<file path="src/rtl/cam_pattern_gen.sv">
// Synthetic OV7670-style DVP source: pclk/vsync/href/RGB565 byte stream generated from sys_clk.
// Stands in for the camera sensor in front of the frame-buffer capture path.
module cam_pattern_gen #(
  parameter int unsigned H_ACTIVE  = 640,
  parameter int unsigned V_ACTIVE  = 480,
  parameter int unsigned H_BLANK   = 144,
  parameter int unsigned VS_LINES  = 3,
  parameter int unsigned VBP_LINES = 17,
  parameter int unsigned VFP_LINES = 10,
  parameter int unsigned PCLK_DIV  = 2
) (
  input  logic       sys_clk,
  input  logic       rst,
  input  logic       enable,
  input  logic [1:0] pattern_sel,
  output logic       pclk_cam,
  output logic       vsync_cam,
  output logic       href_cam,
  output logic [7:0] wdata_cam,
  output logic       frame_done
);

  localparam int unsigned LINE_LEN  = 2 * H_ACTIVE + H_BLANK;
  localparam int unsigned VS_DUR    = VS_LINES * LINE_LEN;
  localparam int unsigned VBP_DUR   = VBP_LINES * LINE_LEN;
  localparam int unsigned VFP_DUR   = VFP_LINES * LINE_LEN;
  localparam int unsigned ACT_DUR   = 2 * H_ACTIVE;
  localparam int unsigned MAX_LINES = (VS_LINES > VBP_LINES) ?
                                      ((VS_LINES > VFP_LINES) ? VS_LINES : VFP_LINES) :
                                      ((VBP_LINES > VFP_LINES) ? VBP_LINES : VFP_LINES);
  localparam int unsigned CW        = $clog2(MAX_LINES * LINE_LEN + 1);
  localparam int unsigned DW        = (PCLK_DIV > 1) ? $clog2(PCLK_DIV) : 1;
  localparam int unsigned PRE_DIV   = (PCLK_DIV > 1) ? PCLK_DIV - 2 : 0;
  localparam int unsigned XW        = ($clog2(H_ACTIVE) > 8) ? $clog2(H_ACTIVE) : 8;
  localparam int unsigned YW        = ($clog2(V_ACTIVE) > 4) ? $clog2(V_ACTIVE) : 4;
  localparam int unsigned BAR_W     = H_ACTIVE / 8;

  typedef enum logic [2:0] {
    S_IDLE,
    S_VSYNC,
    S_VBP,
    S_ACTIVE,
    S_HBLANK,
    S_VFP
  } state_t;

  state_t          r_state, w_state_nxt;
  logic [CW-1:0]   r_cnt, w_cnt_nxt;
  logic [YW-1:0]   r_y, w_y_nxt;
  logic [1:0]      r_pat, w_pat_nxt;
  logic [DW-1:0]   r_div;
  logic            r_pclk;
  logic            r_vsync;
  logic            r_href;
  logic [7:0]      r_data;
  logic            r_frame_done;

  logic            w_fall;
  logic            w_pre_fall;
  logic            w_vfp_last;
  logic [XW-1:0]   w_x;
  logic [XW-1:0]   w_bar;
  logic [2:0]      w_bar_idx;
  logic [15:0]     w_bar_rgb;
  logic [7:0]      w_g;
  logic [15:0]     w_rgb;
  logic [7:0]      w_data_nxt;

  // Byte-time boundary: the sys_clk edge on which pclk goes 1->0.
  assign w_fall     = r_pclk && (r_div == DW'(PCLK_DIV - 1));
  // One sys_clk ahead of w_fall, so frame_done lands on the last sys_clk of VFP.
  assign w_pre_fall = (PCLK_DIV == 1) ? !r_pclk : (r_pclk && (r_div == DW'(PRE_DIV)));
  assign w_vfp_last = (r_state == S_VFP) && (r_cnt == CW'(VFP_DUR - 1));

  always_ff @(posedge sys_clk) begin
    if (rst) r_state <= S_IDLE;
    else     r_state <= w_state_nxt;
  end

  always_comb begin
    w_state_nxt = r_state;
    w_cnt_nxt   = r_cnt;
    w_y_nxt     = r_y;
    w_pat_nxt   = r_pat;
    if (w_fall) begin
      w_cnt_nxt = r_cnt + CW'(1);
      case (r_state)
        S_IDLE: begin
          w_cnt_nxt = '0;
          if (enable) begin
            w_state_nxt = S_VSYNC;
            w_pat_nxt   = pattern_sel;
          end
        end
        S_VSYNC: begin
          if (r_cnt == CW'(VS_DUR - 1)) begin
            w_state_nxt = S_VBP;
            w_cnt_nxt   = '0;
          end
        end
        S_VBP: begin
          if (r_cnt == CW'(VBP_DUR - 1)) begin
            w_state_nxt = S_ACTIVE;
            w_cnt_nxt   = '0;
            w_y_nxt     = '0;
          end
        end
        S_ACTIVE: begin
          if (r_cnt == CW'(ACT_DUR - 1)) begin
            w_state_nxt = S_HBLANK;
            w_cnt_nxt   = '0;
          end
        end
        S_HBLANK: begin
          if (r_cnt == CW'(H_BLANK - 1)) begin
            w_cnt_nxt = '0;
            if (r_y < YW'(V_ACTIVE - 1)) begin
              w_state_nxt = S_ACTIVE;
              w_y_nxt     = r_y + YW'(1);
            end else begin
              w_state_nxt = S_VFP;
            end
          end
        end
        S_VFP: begin
          if (r_cnt == CW'(VFP_DUR - 1)) begin
            w_cnt_nxt = '0;
            if (enable) begin
              w_state_nxt = S_VSYNC;
              w_pat_nxt   = pattern_sel;
            end else begin
              w_state_nxt = S_IDLE;
            end
          end
        end
        default: begin
          w_state_nxt = S_IDLE;
          w_cnt_nxt   = '0;
        end
      endcase
    end
  end

  // Pixel byte for the byte-time about to start; x is the byte index halved.
  always_comb begin
    w_x       = XW'(w_cnt_nxt >> 1);
    w_bar     = w_x / XW'(BAR_W);
    w_bar_idx = (w_bar > XW'(7)) ? 3'd7 : w_bar[2:0];
    w_bar_rgb = 16'h0000;
    case (w_bar_idx)
      3'd0:    w_bar_rgb = 16'hFFFF;
      3'd1:    w_bar_rgb = 16'hFFE0;
      3'd2:    w_bar_rgb = 16'h07FF;
      3'd3:    w_bar_rgb = 16'h07E0;
      3'd4:    w_bar_rgb = 16'hF81F;
      3'd5:    w_bar_rgb = 16'hF800;
      3'd6:    w_bar_rgb = 16'h001F;
      default: w_bar_rgb = 16'h0000;
    endcase
    w_g   = w_x[7:0];
    w_rgb = 16'h001F;
    case (r_pat)
      2'd0:    w_rgb = w_bar_rgb;
      2'd1:    w_rgb = {w_g[7:3], w_g[7:2], w_g[7:3]};
      2'd2:    w_rgb = (w_x[3] ^ w_y_nxt[3]) ? 16'hFFFF : 16'h0000;
      default: w_rgb = 16'h001F;
    endcase
    w_data_nxt = 8'h00;
    if (w_state_nxt == S_ACTIVE) w_data_nxt = w_cnt_nxt[0] ? w_rgb[7:0] : w_rgb[15:8];
  end

  always_ff @(posedge sys_clk) begin
    if (rst) begin
      r_div        <= '0;
      r_pclk       <= 1'b0;
      r_cnt        <= '0;
      r_y          <= '0;
      r_pat        <= '0;
      r_vsync      <= 1'b0;
      r_href       <= 1'b0;
      r_data       <= 8'h00;
      r_frame_done <= 1'b0;
    end else begin
      if (r_div == DW'(PCLK_DIV - 1)) begin
        r_div  <= '0;
        r_pclk <= ~r_pclk;
      end else begin
        r_div  <= r_div + DW'(1);
      end
      r_cnt <= w_cnt_nxt;
      r_y   <= w_y_nxt;
      r_pat <= w_pat_nxt;
      if (w_fall) begin
        r_vsync <= (w_state_nxt == S_VSYNC);
        r_href  <= (w_state_nxt == S_ACTIVE);
        r_data  <= w_data_nxt;
      end
      r_frame_done <= w_pre_fall && w_vfp_last;
    end
  end

  assign pclk_cam   = r_pclk;
  assign vsync_cam  = r_vsync;
  assign href_cam   = r_href;
  assign wdata_cam  = r_data;
  assign frame_done = r_frame_done;

endmodule

</file>
<file path="config.mk">
export PLATFORM = sky130hd
export DESIGN_NAME = cam_pattern_gen
export DESIGN_NICKNAME = d
export VERILOG_FILES = /design/src/rtl/cam_pattern_gen.sv
export SDC_FILE = /design/constraint.sdc
export NUM_CORES = 1
export LEC_CHECK = 0
export CORE_ASPECT_RATIO = 2
export CORE_UTILIZATION = 40
export CTS_CLUSTER_SIZE = 14
export DETAILED_ROUTE_END_ITERATION = 10
export HOLD_SLACK_MARGIN = 0.15
export PLACE_DENSITY = 0.65
export SETUP_SLACK_MARGIN = 0.4
export SLEW_MARGIN = 0
export SYNTH_ARGS = -nofsm -noshare
export SYNTH_HDL_FRONTEND = slang
export SYNTH_SLANG_ARGS = --single-unit
</file>
<file path="constraint.sdc">
create_clock -name sys_clk -period 2.9 [get_ports sys_clk]
set_input_delay 0.58 -clock sys_clk [delete_from_list [all_inputs] [get_ports sys_clk]]
set_output_delay 0.58 -clock sys_clk [all_outputs]
set_load 0.05 [all_outputs]
</file>
# Word level (Yosys, flattened, before mapping)
# Cells that the tools add are included.
# word_totals
reg_bits	42
latch_bits	0
mem_bits_rw	0
rom_bits	0
wordCells	88
memories	0
# op_classes
add_sub_neg	3
n_mul	0
div	1
n_lt_le_gt_ge	2
eq_ne	24
shifts	0
muxes	31
bitwise	3
n_reduce_logical	12
# op_table
operator	count
case mux 16 bit (7 select lines)	1
2-to-1 mux 15 bit	5
case mux 15 bit (5 select lines)	1
case mux 16 bit (3 select lines)	1
2-to-1 mux 3 bit	9
2-to-1 mux 9 bit	3
case mux 3 bit (6 select lines)	1
case mux 9 bit (2 select lines)	1
2-to-1 mux 16 bit	1
2-to-1 mux 8 bit	2
adder 15 x 1 -> 15 bit, second input constant	1
== test 15 x 11 -> 1 bit, second input constant	1
== test 15 x 13 -> 1 bit, second input constant	1
== test 15 x 14 -> 1 bit, second input constant	1
== test 15 bit, second input constant	1
== test 15 x 8 -> 1 bit, second input constant	1
== test 3 x 2 -> 1 bit, second input constant	5
== test 3 bit, second input constant	5
2-to-1 mux 11 bit	1
divider 10 x 7 -> 10 bit, second input constant	1
greater-than comparator 10 x 3 -> 1 bit, second input constant	1
adder 9 x 1 -> 9 bit, second input constant	1
== test 3 x 1 -> 1 bit, second input constant	3
< comparator 9 bit, second input constant	1
18 further kinds	27

# Logic depth before layout (Yosys ltp)
# Gate-level depths: netlist of run 1.
# depth
depth_word	12
ltp_mapped	13
ltp_nobuf	11

# Least setup slack after synthesis of run 1
# Ideal clock, no wire load.
# synth_path
kind	register to register
startpoint	reg r_pclk, in the netlist pclk_cam
endpoint	reg r_data[0], in the netlist wdata_cam[0]
setup_time_ns	0.079
t_arrival_ns	2.952
required_ns	2.821
setup_slack_ns	-0.131
stages_incl_launch_ff	10
n_path_buf	1
cell_sequence	dfxtp_1 > nand2_1 > a211oi_2 > o211ai_2 > buf_4 > o21a_1 > a311oi_1 > o21ai_0 > nand2b_1 > o211ai_1
# synth_between
elab_chain_len	10
# synth_lines
item	line	text
start, declared	52	logic r_pclk;
start signal, assigned	186	r_pclk <= ~r_pclk;
logical AND 1 bit *	70	assign w_fall = r_pclk && (r_div == DW'(PCLK_DIV - 1));
2-to-1 mux 11 bit	85	if (w_fall) begin
divider 10 x 7 -> 10 bit	147	w_bar = w_x / XW'(BAR_W);
greater-than comparator 10 x 3 -> 1 bit	148	w_bar_idx = (w_bar > XW'(7)) ? 3'd7 : w_bar[2:0];
2-to-1 mux 3 bit	148	
== test 3 bit, or another cell as far along	150	case (w_bar_idx)
case mux 16 bit (7 select lines)	150	
case mux 16 bit (3 select lines)	162	case (r_pat)
2-to-1 mux 8 bit (2 in series)	169	if (w_state_nxt == S_ACTIVE) w_data_nxt = w_cnt_nxt[0] ? w_rgb[7:0] : w_rgb[15:8];
end signal, assigned	196	r_data <= w_data_nxt;
end, declared	55	logic [7:0] r_data;
# Mark *: on every way between the ends. The rest lies on a longest branch, timed or not.
# A chain may end at the register's enable or synchronous reset.

# Final worst setup path of run 1
# layout_path
startpoint	reg r_cnt[1]
endpoint	reg r_data[1], in the netlist wdata_cam[1]
# layout_between
elab_chain_len	12
# layout_lines
item	line	text
start, declared	48	logic [CW-1:0] r_cnt, w_cnt_nxt;
start signal, assigned	190	r_cnt <= w_cnt_nxt;
adder 15 x 1 -> 15 bit, or another cell as far along	86	w_cnt_nxt = r_cnt + CW'(1);
2-to-1 mux 15 bit (on tied branches)	-	
case mux 15 bit (5 select lines)	87	case (r_state)
2-to-1 mux 11 bit	85	
divider 10 x 7 -> 10 bit	147	
greater-than comparator 10 x 3 -> 1 bit	148	
2-to-1 mux 3 bit	148	
== test 3 bit, or another cell as far along	150	
case mux 16 bit (7 select lines)	150	
case mux 16 bit (3 select lines)	162	
2-to-1 mux 8 bit	169	
2-to-1 mux 8 bit *	169	
# Mark *: on every way between the ends. The rest lies on a longest branch, timed or not. The select of a mux whose other input is x is not followed.

==> impl_metrics.tcl, run 1 <==
set metrics [dict create \
    fp.dieH_um 122 \
    setup_ws_ns -0.0842 \
    place_ws_ns -0.109 \
    finalHoldWorstSlack_ns 0.441 \
    status "finished, violations left" \
    first_pass_iters 5 \
    seq_area_um2 852 \
    hp-class "reg2reg" \
    cts_hold_buffers 0 \
    pin_count 17 \
    syn_area_per_cell_um2 7.80 \
    drive_gt1_share_pct 31.3 \
    netlist_top_cells_area "dfxtp_1 (29%), nor2_1 (6.9%), nand2_1 (5.6%)" \
    die_w_um 62.2 \
    critPathMaxFanout 7 \
    dpl.cell_count 523 \
    synthDistinctLibCells 73 \
    setup_tns_ns -0.370 \
    slew_headroom_pct 64.4 \
    syn_to_final_growth_pct 40.4 \
    synth_top_area_share_pct 29.0 \
    port-buffer-count 16 \
    grt_max_degree 17 \
    yosys.area.top_type "dfxtp_1" \
    synth_nets 378 \
    dieArea_um2 7600 \
    diodes 0 \
    setup_viol 8 \
    crit_required_ns 3.07 \
    htree_levels 2 \
    final_area_um2 4070 \
    nFillCells 612 \
    synth_seq_cells 42 \
    antenna_found_initial 0 \
    root_buffer "clkbuf_16" \
    hold_viol_final 0 \
    peakVddDrop_v 0.000307 \
    violations "setup timing" \
    avgRoutedWirePerCell_um 17.0 \
    p_seq_share_pct 46.4 \
    grt_pass1_vias 3282 \
    comb_power_share_pct 7.3 \
    critPathKind "reg2reg" \
    clock_skew_ns 0.00623 \
    p_int_w 0.000964 \
    clock_sinks 42 \
    syn_inst 371 \
    initialDrtViolationCount 136 \
    rsz0062_at_grt "true" \
    dpl_cell_area_um2 3660 \
    vias_per_cell 5.94 \
    seq_area_frac_synth_pct 29.0 \
    clkLatencyLatePin_ns 0.29 \
    grt_pass1_wl_mm 15.0 \
    crit_arrival_ns 3.15 \
    placementRows 43 \
    overflow 0 \
    maxSlewViolCount 0 \
    dp_hpwl_mm 7.00 \
    cts_tree "yes" \
    nets 459 \
    tightestPinTransition_ns 0.529 \
    timing.final.crit_share_pct 103 \
    p_sw_share_pct 24.0 \
    synth_top_flop_cell "dfxtp_1" \
    start_util_pct 41.7 \
    path_clk_slew_ns 0.06 \
    p_switching_w 0.000304 \
    final_cells 543 \
    clock_path_buffers 2 \
    pwr-share-clk_pct 46.3 \
    power_leakage_nw 1.46 \
    drc 0 \
    cts_buffers 5 \
    ant_nets 0 \
    core_um2 6940 \
    grt_use_total_pct 25.3 \
    cp-end-kind "register" \
    vias 3223 \
    drt-total-wl_mm 9.23 \
    synth_edf_count 0 \
    power_density_nw_per_um2 312 \
    maxCapViolations 0 \
    syn_area_um2 2900 \
    yosysWarnings 0 \
    async_flop_share_pct 0 \
    cp-start-kind "register" \
    multi_input_area_um2 2140 \
    gp_congestion 0.897 \
    timing.final.crit_period_ns 2.98 \
    fmax_ghz 0.335 \
]
[per-stage QoR]
stage	utilization [%]	power, W
6_report	58.6	0.00127
5_1_grt	58.6	0.00130
4_1_cts	57.0	0.00128
3_5_place_dp	52.7	0.000689
3_3_place_gp	52.7	0.000689
2_1_floorplan	-	0.000653
[power by group through the flow]
stage,Combinational (W),Sequential [W],Clock [W]
after floorplan,0.0000476,0.000605,0
after global placement,0.0000867,0.000602,0
after detailed placement,0.0000872,0.000602,0
after CTS,0.0000911,0.000588,0.000597
after global routing,0.0000997,0.000589,0.000615
final,0.0000932,0.000588,0.000587
[worst max-delay path: stages (launching register included)]
cell and delay (ns):
dfxtp_4 0.36, ha_4 0.14, and4b_2 0.33, nand4b_1 0.20, a221o_1 0.41, o211ai_4 0.16
buf_12 0.15, a2bb2oi_4 0.19, buf_4 0.14, buf_6 0.08, buf_4 0.12, nand3_2 0.07
o311a_1 0.17, a31oi_4 0.22, o211ai_1 0.12
[state kept, by name, indices dropped and copies added (netlist names)]
signal,count
r_cnt,15
r_y,9
wdata_cam,8
r_state,3
r_pat,2
frame_done,1
href_cam,1
pclk_cam,1
r_div,1
vsync_cam,1
[what timing repair did]
item                       CTS  global route
buffers inserted             7             5
resized for setup           20            16
pin swaps                    8             9
setup endpoints to repair   11            12
[layout make-up]
cell class	count	share of cell area (%)
inverters	3	0.277
repair buffers	98	19.7
clock inverters	1	0.215
clock buffers	7	3.51
flip-flops and latches	42	21.0
well taps	90	2.77
multi-input cells	302	52.6
[cell usage after synthesis, types with 5 or more instances]
cell type / count
a21oi_1: 19
and3_1: 6
buf_2: 6
clkbuf_1: 6
dfxtp_1: 42
nand2_1: 43
nand2b_1: 10
nand3_1: 14
nand4_1: 6
nor2_1: 53
nor2b_1: 5
nor3_1: 14
o211ai_1: 8
o21ai_0: 19
xnor2_1: 6
[cell usage in the layout, fill, tap and decap left out, drive strengths merged, types with 10 or more instances in the layout]
cell type	instances
nor2	53
clkdlybuf4s50	16
a21oi	19
nand3	15
o21ai	23
buf	82
nand2	43
nand2b	10
nor3	14
dfxtp	42
[final timing paths]
path	from	endpoint	slack, ns	cells past startpoint
worst min register to register	wdata_cam[6]	wdata_cam[6]	0.44	2
worst max register to register	r_cnt[1]	wdata_cam[1]	-0.08	14
worst min-delay path	wdata_cam[6]	wdata_cam[6]	0.44	2
worst max-delay path	r_cnt[1]	wdata_cam[1]	-0.08	14
[routing by layer]
layer	track usage, %	vias to the layer above	part of all wire, %
li1	-	1533	-
met1	22.2	1562	35
met2	48.6	85	56
met3	3.25	43	2.3
met4	23.8	0	7.4
met5	0	-	0
[logic make-up (layout without fill, tap and decap cells)]
group	Yosys count	in the layout	synth area share, %
AO/OA/AOI/OAI	105	105	27.7
XOR/XNOR	9	9	2.72
flip-flops	42	42	29.0
AND/OR/NAND/NOR	184	184	33.7
buffers and inverters	27	109	5.32
adder cells (fa/ha/maj)	2	2	0.864
multiplexers	2	2	0.691
(Power assumes the default switching activity.)
==> inputs of run 2 (changes only) <==
--- a/config.mk
+++ b/config.mk
@@ -16,3 +16,4 @@
 export SYNTH_ARGS = -nofsm -noshare
 export SYNTH_HDL_FRONTEND = slang
 export SYNTH_SLANG_ARGS = --single-unit
+export TNS_END_PERCENT = 30
==> constraint.sdc (replaced) <==
create_clock -name sys_clk -period 2.9 [get_ports sys_clk]
set_input_delay 0.29 -clock sys_clk [delete_from_list [all_inputs] [get_ports sys_clk]]
set_output_delay 0.29 -clock sys_clk [all_outputs]
set_load 0.05 [all_outputs]
==> impl_metrics.tcl, run 2 (synthesized netlist as in run 1, its figures left out) <==
set metrics [dict create \
    status "finished, violations left" \
    violations "setup timing" \
    critPathKind "reg2reg" \
    grt_max_degree 17 \
    diodes 0 \
    worst_hold_path.endpoint "wdata_cam[6]" \
    r2r_slack_ns -0.06 \
    vias_per_cell 5.93 \
    power_leakage_nw 1.42 \
    setup_viol 4 \
    first_pass_iters 4 \
    peakVddDrop_v 0.000235 \
    setup_ws_ns -0.0618 \
    start_util_pct 41.7 \
    grt_pass1_wl_mm 15.2 \
    core_um2 6940 \
    antenna_found_initial 0 \
    overflow 0 \
    maxCapViolations 0 \
    dpl_cell_area_um2 3590 \
    ant_nets 0 \
    gp_congestion 0.958 \
    root_buffer "clkbuf_16" \
    drc 0 \
    p_int_w 0.000938 \
    placementRows 43 \
    timing.final.crit_period_ns 2.96 \
    dieArea_um2 7600 \
    nFillCells 611 \
    layout_common_cells "buf_4 (76), nor2_1 (52), nand2_1 (39), dfxtp_1 (33), clkdlybuf4s50_1 (16)" \
    cts_hold_buffers 0 \
    cp-end-kind "register" \
    cts_tree "yes" \
    comb_power_share_pct 7.2 \
    vias 3186 \
    final_common_cell "buf_4" \
    drt-total-wl_mm 9.44 \
    grt_use_total_pct 26.3 \
    rr_worst_depth 9 \
    htree_levels 2 \
    r2r-start "r_cnt[2]" \
    slew_headroom_pct 50.6 \
    avgRoutedWirePerCell_um 17.6 \
    die_w_um 62.2 \
    rsz0062_at_grt "true" \
    timing.final.crit_share_pct 102 \
    crit_required_ns 3.12 \
    clock_sinks 42 \
    min-delay-start "wdata_cam[6]" \
    hold_path_depth 2 \
    final_area_um2 4020 \
    syn_to_final_growth_pct 38.7 \
    fmax_ghz 0.338 \
    clock_skew_ns 0.00506 \
    critical_path.startpoint "r_cnt[2]" \
    initialDrtViolationCount 136 \
    critPathMaxFanout 7 \
    port-buffer-count 16 \
    p_sw_share_pct 25.6 \
    fp.dieH_um 122 \
    drive_gt1_share_pct 32.4 \
    finalHoldWorstSlack_ns 0.443 \
    path_clk_slew_ns 0.07 \
    largest_register "r_cnt" \
    hp-class "reg2reg" \
    pwr-share-clk_pct 46.2 \
    tightestPinTransition_ns 0.739 \
    clock_path_buffers 2 \
    cts_buffers 5 \
    maxSlewViolCount 0 \
    grt_pass1_vias 3303 \
    largest_reg_flops 15 \
    nets 453 \
    crit_arrival_ns 3.18 \
    power_density_nw_per_um2 314 \
    cp-start-kind "register" \
    p_seq_share_pct 46.6 \
    p_switching_w 0.000322 \
    pin_count 17 \
    dp_hpwl_mm 7.09 \
    rr_endpoint "wdata_cam[3]" \
    hold_viol_final 0 \
    clkLatencyLatePin_ns 0.30 \
]
==> run 2: cell count changes in the layout (fill, tap and decap cells not counted), moves of 2 or more <==
cell	previous run	this run
dfxtp_1	37	33
buf_6	3	0
dfxtp_2	3	6
buf_4	78	76
nand2_1	41	39
nand2_2	2	4
nand3_2	2	0
==> run 2: worst max path at each step <==
stage | endpoint | slack (ns) | depth (start not counted)
after global placement | wdata_cam[3] | -0.16 | 11
after global routing | wdata_cam[3] | -0.17 | 10
final | wdata_cam[3] | -0.06 | 9
after floorplan | wdata_cam[3] | 0.26 | 12
after detailed placement | wdata_cam[3] | -0.20 | 11
after CTS | wdata_cam[3] | -0.04 | 10
==> run 2: cell type report <==
| cell class | count | area (um^2) | area share [%] |
|---|---|---|---|
| sequential | 42 | 860 | 21.4 |
| clock buffer | 5 | 125 | 3.12 |
| timing repair buffer | 92 | 731 | 18.2 |
| clock inverter | 3 | 25.0 | 0.623 |
| inverter | 3 | 11.3 | 0.280 |
| multi-input combinational | 302 | 2150 | 53.6 |
| tap | 90 | 113 | 2.80 |
==> run 2: power by group through the flow <==
stage | Combinational (W) | Sequential [W] | Clock [W]
after global placement | 0.0000845 | 0.000601 | 0
final | 0.0000907 | 0.000587 | 0.000582
after detailed placement | 0.0000852 | 0.000601 | 0
after floorplan | 0.0000476 | 0.000605 | 0
after global routing | 0.0000972 | 0.000587 | 0.000616
after CTS | 0.0000875 | 0.000586 | 0.000594
==> run 2: worst max-delay path, stage by stage (launching register included) <==
cell	delay [ns]
dfxtp_1	0.47
and4b_2	0.34
nand4b_1	0.14
a221o_1	0.44
a41o_1	0.25
or2_4	0.32
a311oi_2	0.29
o311a_1	0.28
a31oi_4	0.13
o211ai_1	0.21
==> run 2: stage by stage <==
stage	TNS, ns	util [%]	total power (W)	setup slack [ns]	instances
3_3_place_gp	-1.04	51.7	0.000686	-0.157	516
4_1_cts	-0.0404	56.5	0.00127	-0.0390	536
2_1_floorplan	0	-	0.000653	0.259	371
3_5_place_dp	-1.23	51.7	0.000687	-0.204	516
5_1_grt	-0.764	57.9	0.00130	-0.166	537
6_report	-0.133	57.9	0.00126	-0.0618	537
==> run 2: layer usage <==
layer | vias up | part of all wire [%] | global-route usage (%) | routed length, um
met2 | 79 | 55 | 50.1 | 5240
met5 | - | 0 | 0 | 0
met4 | 0 | 8.0 | 25.7 | 760
met1 | 1529 | 34 | 22.2 | 3200
met3 | 52 | 2.6 | 4.46 | 242
li1 | 1526 | - | - | -
==> run 2: repair_timing <==
item	CTS	global route
setup buffers	12	1
setup endpoints to repair	11	11
pin swaps	17	7
resized for setup	23	20
==> inputs of run 3 (changes only) <==
--- a/config.mk
+++ b/config.mk
@@ -5,12 +5,14 @@
 export SDC_FILE = /design/constraint.sdc
 export NUM_CORES = 1
 export LEC_CHECK = 0
+export CELL_PAD_IN_SITES_DETAIL_PLACEMENT = 0
+export CELL_PAD_IN_SITES_GLOBAL_PLACEMENT = 1
 export CORE_ASPECT_RATIO = 2
 export CORE_UTILIZATION = 40
 export CTS_CLUSTER_SIZE = 14
 export DETAILED_ROUTE_END_ITERATION = 10
 export HOLD_SLACK_MARGIN = 0.15
-export PLACE_DENSITY = 0.65
+export PLACE_DENSITY = 0.82
 export SETUP_SLACK_MARGIN = 0.4
 export SLEW_MARGIN = 0
 export SYNTH_ARGS = -nofsm -noshare
==> impl_metrics.tcl, run 3 (synthesized netlist as in run 1, its figures left out) <==
set metrics [dict create \
    finalHoldWorstSlack_ns 0.439 \
    drc 0 \
    fin_total_pwr_w 0.00126 \
    critical_path.startpoint "r_cnt[11]" \
    placementRows 43 \
    violations "setup timing" \
    initialDrtViolationCount 157 \
    crit_arrival_ns 3.18 \
    core_um2 6940 \
    setup_tns_ns -0.243 \
    maxSlewViolCount 0 \
    grt_max_degree 19 \
    hold_viol_final 0 \
    pin_count 17 \
    antenna_found_initial 0 \
    timing.final.crit_share_pct 102 \
    root_buffer "clkbuf_16" \
    critPathMaxFanout 6 \
    timing.final.crit_period_ns 2.97 \
    drive_gt1_share_pct 32.2 \
    htree_levels 2 \
    cts_hold_buffers 0 \
    fmax_ghz 0.337 \
    layout_common_cells "buf_4 (77), nor2_1 (51), nand2_1 (40), dfxtp_1 (36), a21oi_1 (17)" \
    gp_congestion 0.930 \
    crit_required_ns 3.12 \
    r2r-start "r_cnt[11]" \
    clkLatencyLatePin_ns 0.30 \
    first_pass_iters 4 \
    syn_to_final_growth_pct 40.1 \
    cp-end-kind "register" \
    start_util_pct 41.7 \
    largest_reg_flops 15 \
    avgRoutedWirePerCell_um 17.7 \
    cts_buffers 5 \
    final_common_cell "buf_4" \
    cp-start-kind "register" \
    vias_per_cell 6.03 \
    largest_register "r_cnt" \
    die_w_um 62.2 \
    clock_path_buffers 2 \
    hp-class "reg2reg" \
    min-delay-start "wdata_cam[5]" \
    setup_viol 6 \
    grt_pass1_wl_mm 15.0 \
    tightestPinTransition_ns 0.629 \
    nFillCells 638 \
    place_ws_ns -0.203 \
    diodes 0 \
    vias 3263 \
    grt_pass1_vias 3306 \
    setup_ws_ns -0.0697 \
    rsz0062_at_grt "true" \
    ant_nets 0 \
    peakVddDrop_v 0.000391 \
    path_clk_slew_ns 0.07 \
    overflow 0 \
    nets 457 \
    clock_skew_ns 0.00651 \
    drt-total-wl_mm 9.56 \
    clock_sinks 42 \
    power_density_nw_per_um2 311 \
    maxCapViolations 0 \
    dp_hpwl_mm 7.17 \
    status "finished, violations left" \
    cts_tree "yes" \
    dieArea_um2 7600 \
    fp.dieH_um 122 \
    power_leakage_nw 1.44 \
    slew_headroom_pct 57.6 \
    fin_util_pct 58.4 \
    grt_use_total_pct 25.6 \
    critPathKind "reg2reg" \
    port-buffer-count 16 \
]
-- run 3: cell types whose count changed in the layout (fill, tap and decap cells not counted), sizes merged --
cell,before,now
clkinvlp,1,2
o211ai,9,10
clkinv,1,0
buf,76,79
-- run 3: what timing repair did --
| action | in CTS | in global routing |
|---|---|---|
| pin swaps | 6 | 23 |
| setup endpoints to repair | 11 | 13 |
| cloned | 1 | 0 |
| setup buffers | 6 | 5 |
| endpoints found under the hold margin | 0 | 0 |
| resized for setup | 23 | 19 |
-- run 3: worst max-delay path, stage by stage (launching register included) --
cell	delay, ns
dfxtp_1	0.36
nor4b_4	0.42
nand4_1	0.22
a221o_2	0.48
a41o_1	0.26
or2_4	0.31
a311oi_2	0.25
o311a_1	0.26
a31oi_4	0.13
o211ai_1	0.19
-- run 3: layer usage --
metal	vias to the layer above	part of all wire [%]	wire length [um]	track usage (%)
met3	53	3.3	312	4.37
met1	1574	32	3070	19.5
met4	0	7.6	724	24.1
met5	-	0	0	0
met2	104	57	5450	51.8
li1	1532	-	-	-
-- run 3: worst paths after layout --
kind | endpoint | cells after the start | slack (ns)
setup / recovery | wdata_cam[0] | 9 | -0.07
hold / removal | wdata_cam[5] | 2 | 0.44
setup reg to reg | wdata_cam[0] | 9 | -0.07
hold reg to reg | wdata_cam[5] | 2 | 0.44
-- run 3: area by class of cell --
type,instances,area (um^2),area share [%]
clock buffers,5,125,3.09
clock inverters,3,23.8,0.586
inverters,3,11.3,0.278
multi-input cells,303,2160,53.3
flip-flops and latches,42,853,21.0
well taps,90,113,2.78
repair buffers,95,769,19.0
-- run 3: per-stage QoR --
stage / cell area, um^2 / cells
after global routing: 4060 / 541
after detailed placement: 3640 / 521
after global placement: 3640 / 521
final: 4060 / 541
after floorplan: 2990 / 371
after CTS: 3950 / 536
-- run 3: where the power goes --
part | internal, W | total [W] | leakage, nW | switching, W
Sequential | 0.000580 | 0.000588 | 0.342 | 0.00000817
Combinational | 0.0000372 | 0.0000949 | 1.03 | 0.0000577
Clock | 0.000322 | 0.000579 | 0.0664 | 0.000257
==> patch, RTL diff (flow settings as in run 1) <==
Put one more register stage on the output `wdata_cam`. The value now appears one clock later. The other outputs are not delayed to match.
--- a/src/rtl/cam_pattern_gen.sv
+++ b/src/rtl/cam_pattern_gen.sv
@@ -204,3 +204,5 @@
   assign href_cam   = r_href;
-  assign wdata_cam  = r_data;
+  always_ff @(posedge sys_clk) begin
+    wdata_cam <= r_data;
+  end
   assign frame_done = r_frame_done;
Check against the original RTL: same outputs for any inputs over 10 cycles, from zero or initial values and one cycle with rst high; that may be too few to reach the edited logic, so the function may still have changed.
==> patch against run 1 <==
The flow still finishes with violations (negative setup slack); power rose by 17%; area after synthesis rose by 5.6%; first-iteration DRC count rose by 63%; critical path depth fell by 1; sequential cell count rose by 8; wire length rose by 32%; utilization rose by 9.6 points; combinational power rose by 35%; final area rose by 23%; setup slack got worse by 0.37 ns; fmax fell by 11%; sequential share of layout area fell by 0.74 points; synthesized cell count rose by 1.6%; largest power group unchanged; highest routed layer unchanged.
==> patch: results (changes against run 1) <==
<table>
<tr><th>Metric</th><th>Value</th></tr>
<tr><th colspan="2">Status</th></tr>
<tr><td>Status</td><td>complete, but fails checks (unchanged)</td></tr>
<tr><td>Failing checks</td><td>negative setup slack (unchanged)</td></tr>
<tr><th colspan="2">GRT</th></tr>
<tr><td>Met1 layer usage reported by global route</td><td>0.249 (was 0.222)</td></tr>
<tr><td>Total GRT Usage</td><td>0.276 (was 0.253)</td></tr>
<tr><th colspan="2">STA</th></tr>
<tr><td>Min setup slack post-route</td><td>-0.453 ns (was -0.0842 ns)</td></tr>
<tr><td>Tightest Pin Transition</td><td>0.781 ns (was 0.529 ns)</td></tr>
<tr><td>Final Setup Violations</td><td>8 (unchanged)</td></tr>
<tr><th colspan="2">Yosys</th></tr>
<tr><td>Xor and xnor area share after synthesis</td><td>0.0315 (was 0.0272)</td></tr>
<tr><td>Area contributors post-synth</td><td>sky130_fd_sc_hd__dfxtp_1 33%, sky130_fd_sc_hd__nor2_1 5.9%, sky130_fd_sc_hd__a21oi_1 4.7%, sky130_fd_sc_hd__nand2_1 4.7%, sky130_fd_sc_hd__nor2b_1 2.5% (was sky130_fd_sc_hd__dfxtp_1 29%, sky130_fd_sc_hd__nor2_1 6.9%, sky130_fd_sc_hd__nand2_1 5.6%, sky130_fd_sc_hd__a21oi_1 3.3%, sky130_fd_sc_hd__o21ai_0 3.3%)</td></tr>
<tr><td>Syn_nets</td><td>384 (was 378)</td></tr>
<tr><td>Average cell area after synthesis</td><td>8.11 um2 (was 7.80 um2)</td></tr>
<tr><td>Adder and majority cell fraction of the synthesized area</td><td>0.00818 (was 0.00864)</td></tr>
<tr><th colspan="2">Drt</th></tr>
<tr><td>Wire length on met1</td><td>4090 um (was 3200 um)</td></tr>
<tr><td>Drt via density</td><td>6.17 (was 5.94)</td></tr>
<tr><td>Starting DRC count in detailed routing</td><td>221 (was 136)</td></tr>
<tr><th colspan="2">Power</th></tr>
<tr><td>Sequential-cell power consumption</td><td>0.696 mW (was 0.588 mW)</td></tr>
<tr><td>Switch share</td><td>0.230 (was 0.240)</td></tr>
<tr><th colspan="2">Finish</th></tr>
<tr><td>Clock Network Area Fraction</td><td>0.0331 (was 0.0372)</td></tr>
<tr><td>Number of clock buffer instances in the layout</td><td>5 (was 7)</td></tr>
<tr><td>Net total in the final layout</td><td>509 (was 459)</td></tr>
<tr><td>Multi-input gates</td><td>299 (was 302)</td></tr>
<tr><th colspan="2">Worst setup path</th></tr>
<tr><td>Launch point of the worst path</td><td>r_cnt[4]$_SDFF_PP0_ (was r_cnt[1]$_SDFF_PP0_)</td></tr>
<tr><td>Cell count of the worst reg-to-reg path</td><td>13 (was 14)</td></tr>
<tr><th colspan="2">Clock network</th></tr>
<tr><td>Post-CTS Setup Repair Bufs</td><td>16 (was 7)</td></tr>
<tr><td>Quantity of gates resized following cts</td><td>60 (was 20)</td></tr>
<tr><th colspan="2">Hold path</th></tr>
<tr><td>Beginning of the worst hold path</td><td>r_data[7]$_SDFFE_PP0P_ (was wdata_cam[6]$_SDFFE_PP0P_)</td></tr>
</table>
## patch: changes by cell type after synthesis, moves of 5 or more
| cell | change |
|---|---|
| sky130_fd_sc_hd__nor3_1 | -6 |
| sky130_fd_sc_hd__o311ai_0 | +5 |
| sky130_fd_sc_hd__nand2_1 | -5 |
| sky130_fd_sc_hd__o21ai_0 | -6 |
| sky130_fd_sc_hd__nor2_1 | -5 |
| sky130_fd_sc_hd__a21oi_1 | +10 |
| sky130_fd_sc_hd__o211ai_1 | -5 |
| sky130_fd_sc_hd__dfxtp_1 | +8 |
| sky130_fd_sc_hd__clkbuf_1 | +9 |
| sky130_fd_sc_hd__nor2b_1 | +7 |
## patch: stage by stage
step,TNS (ns),utilization
6_report,-2.93,0.681
5_1_grt,-4.03,0.681
4_1_cts,-1.62,0.627
3_5_place_dp,-2.75,0.545
3_3_place_gp,-2.47,0.545
2_1_floorplan,-0.845,-
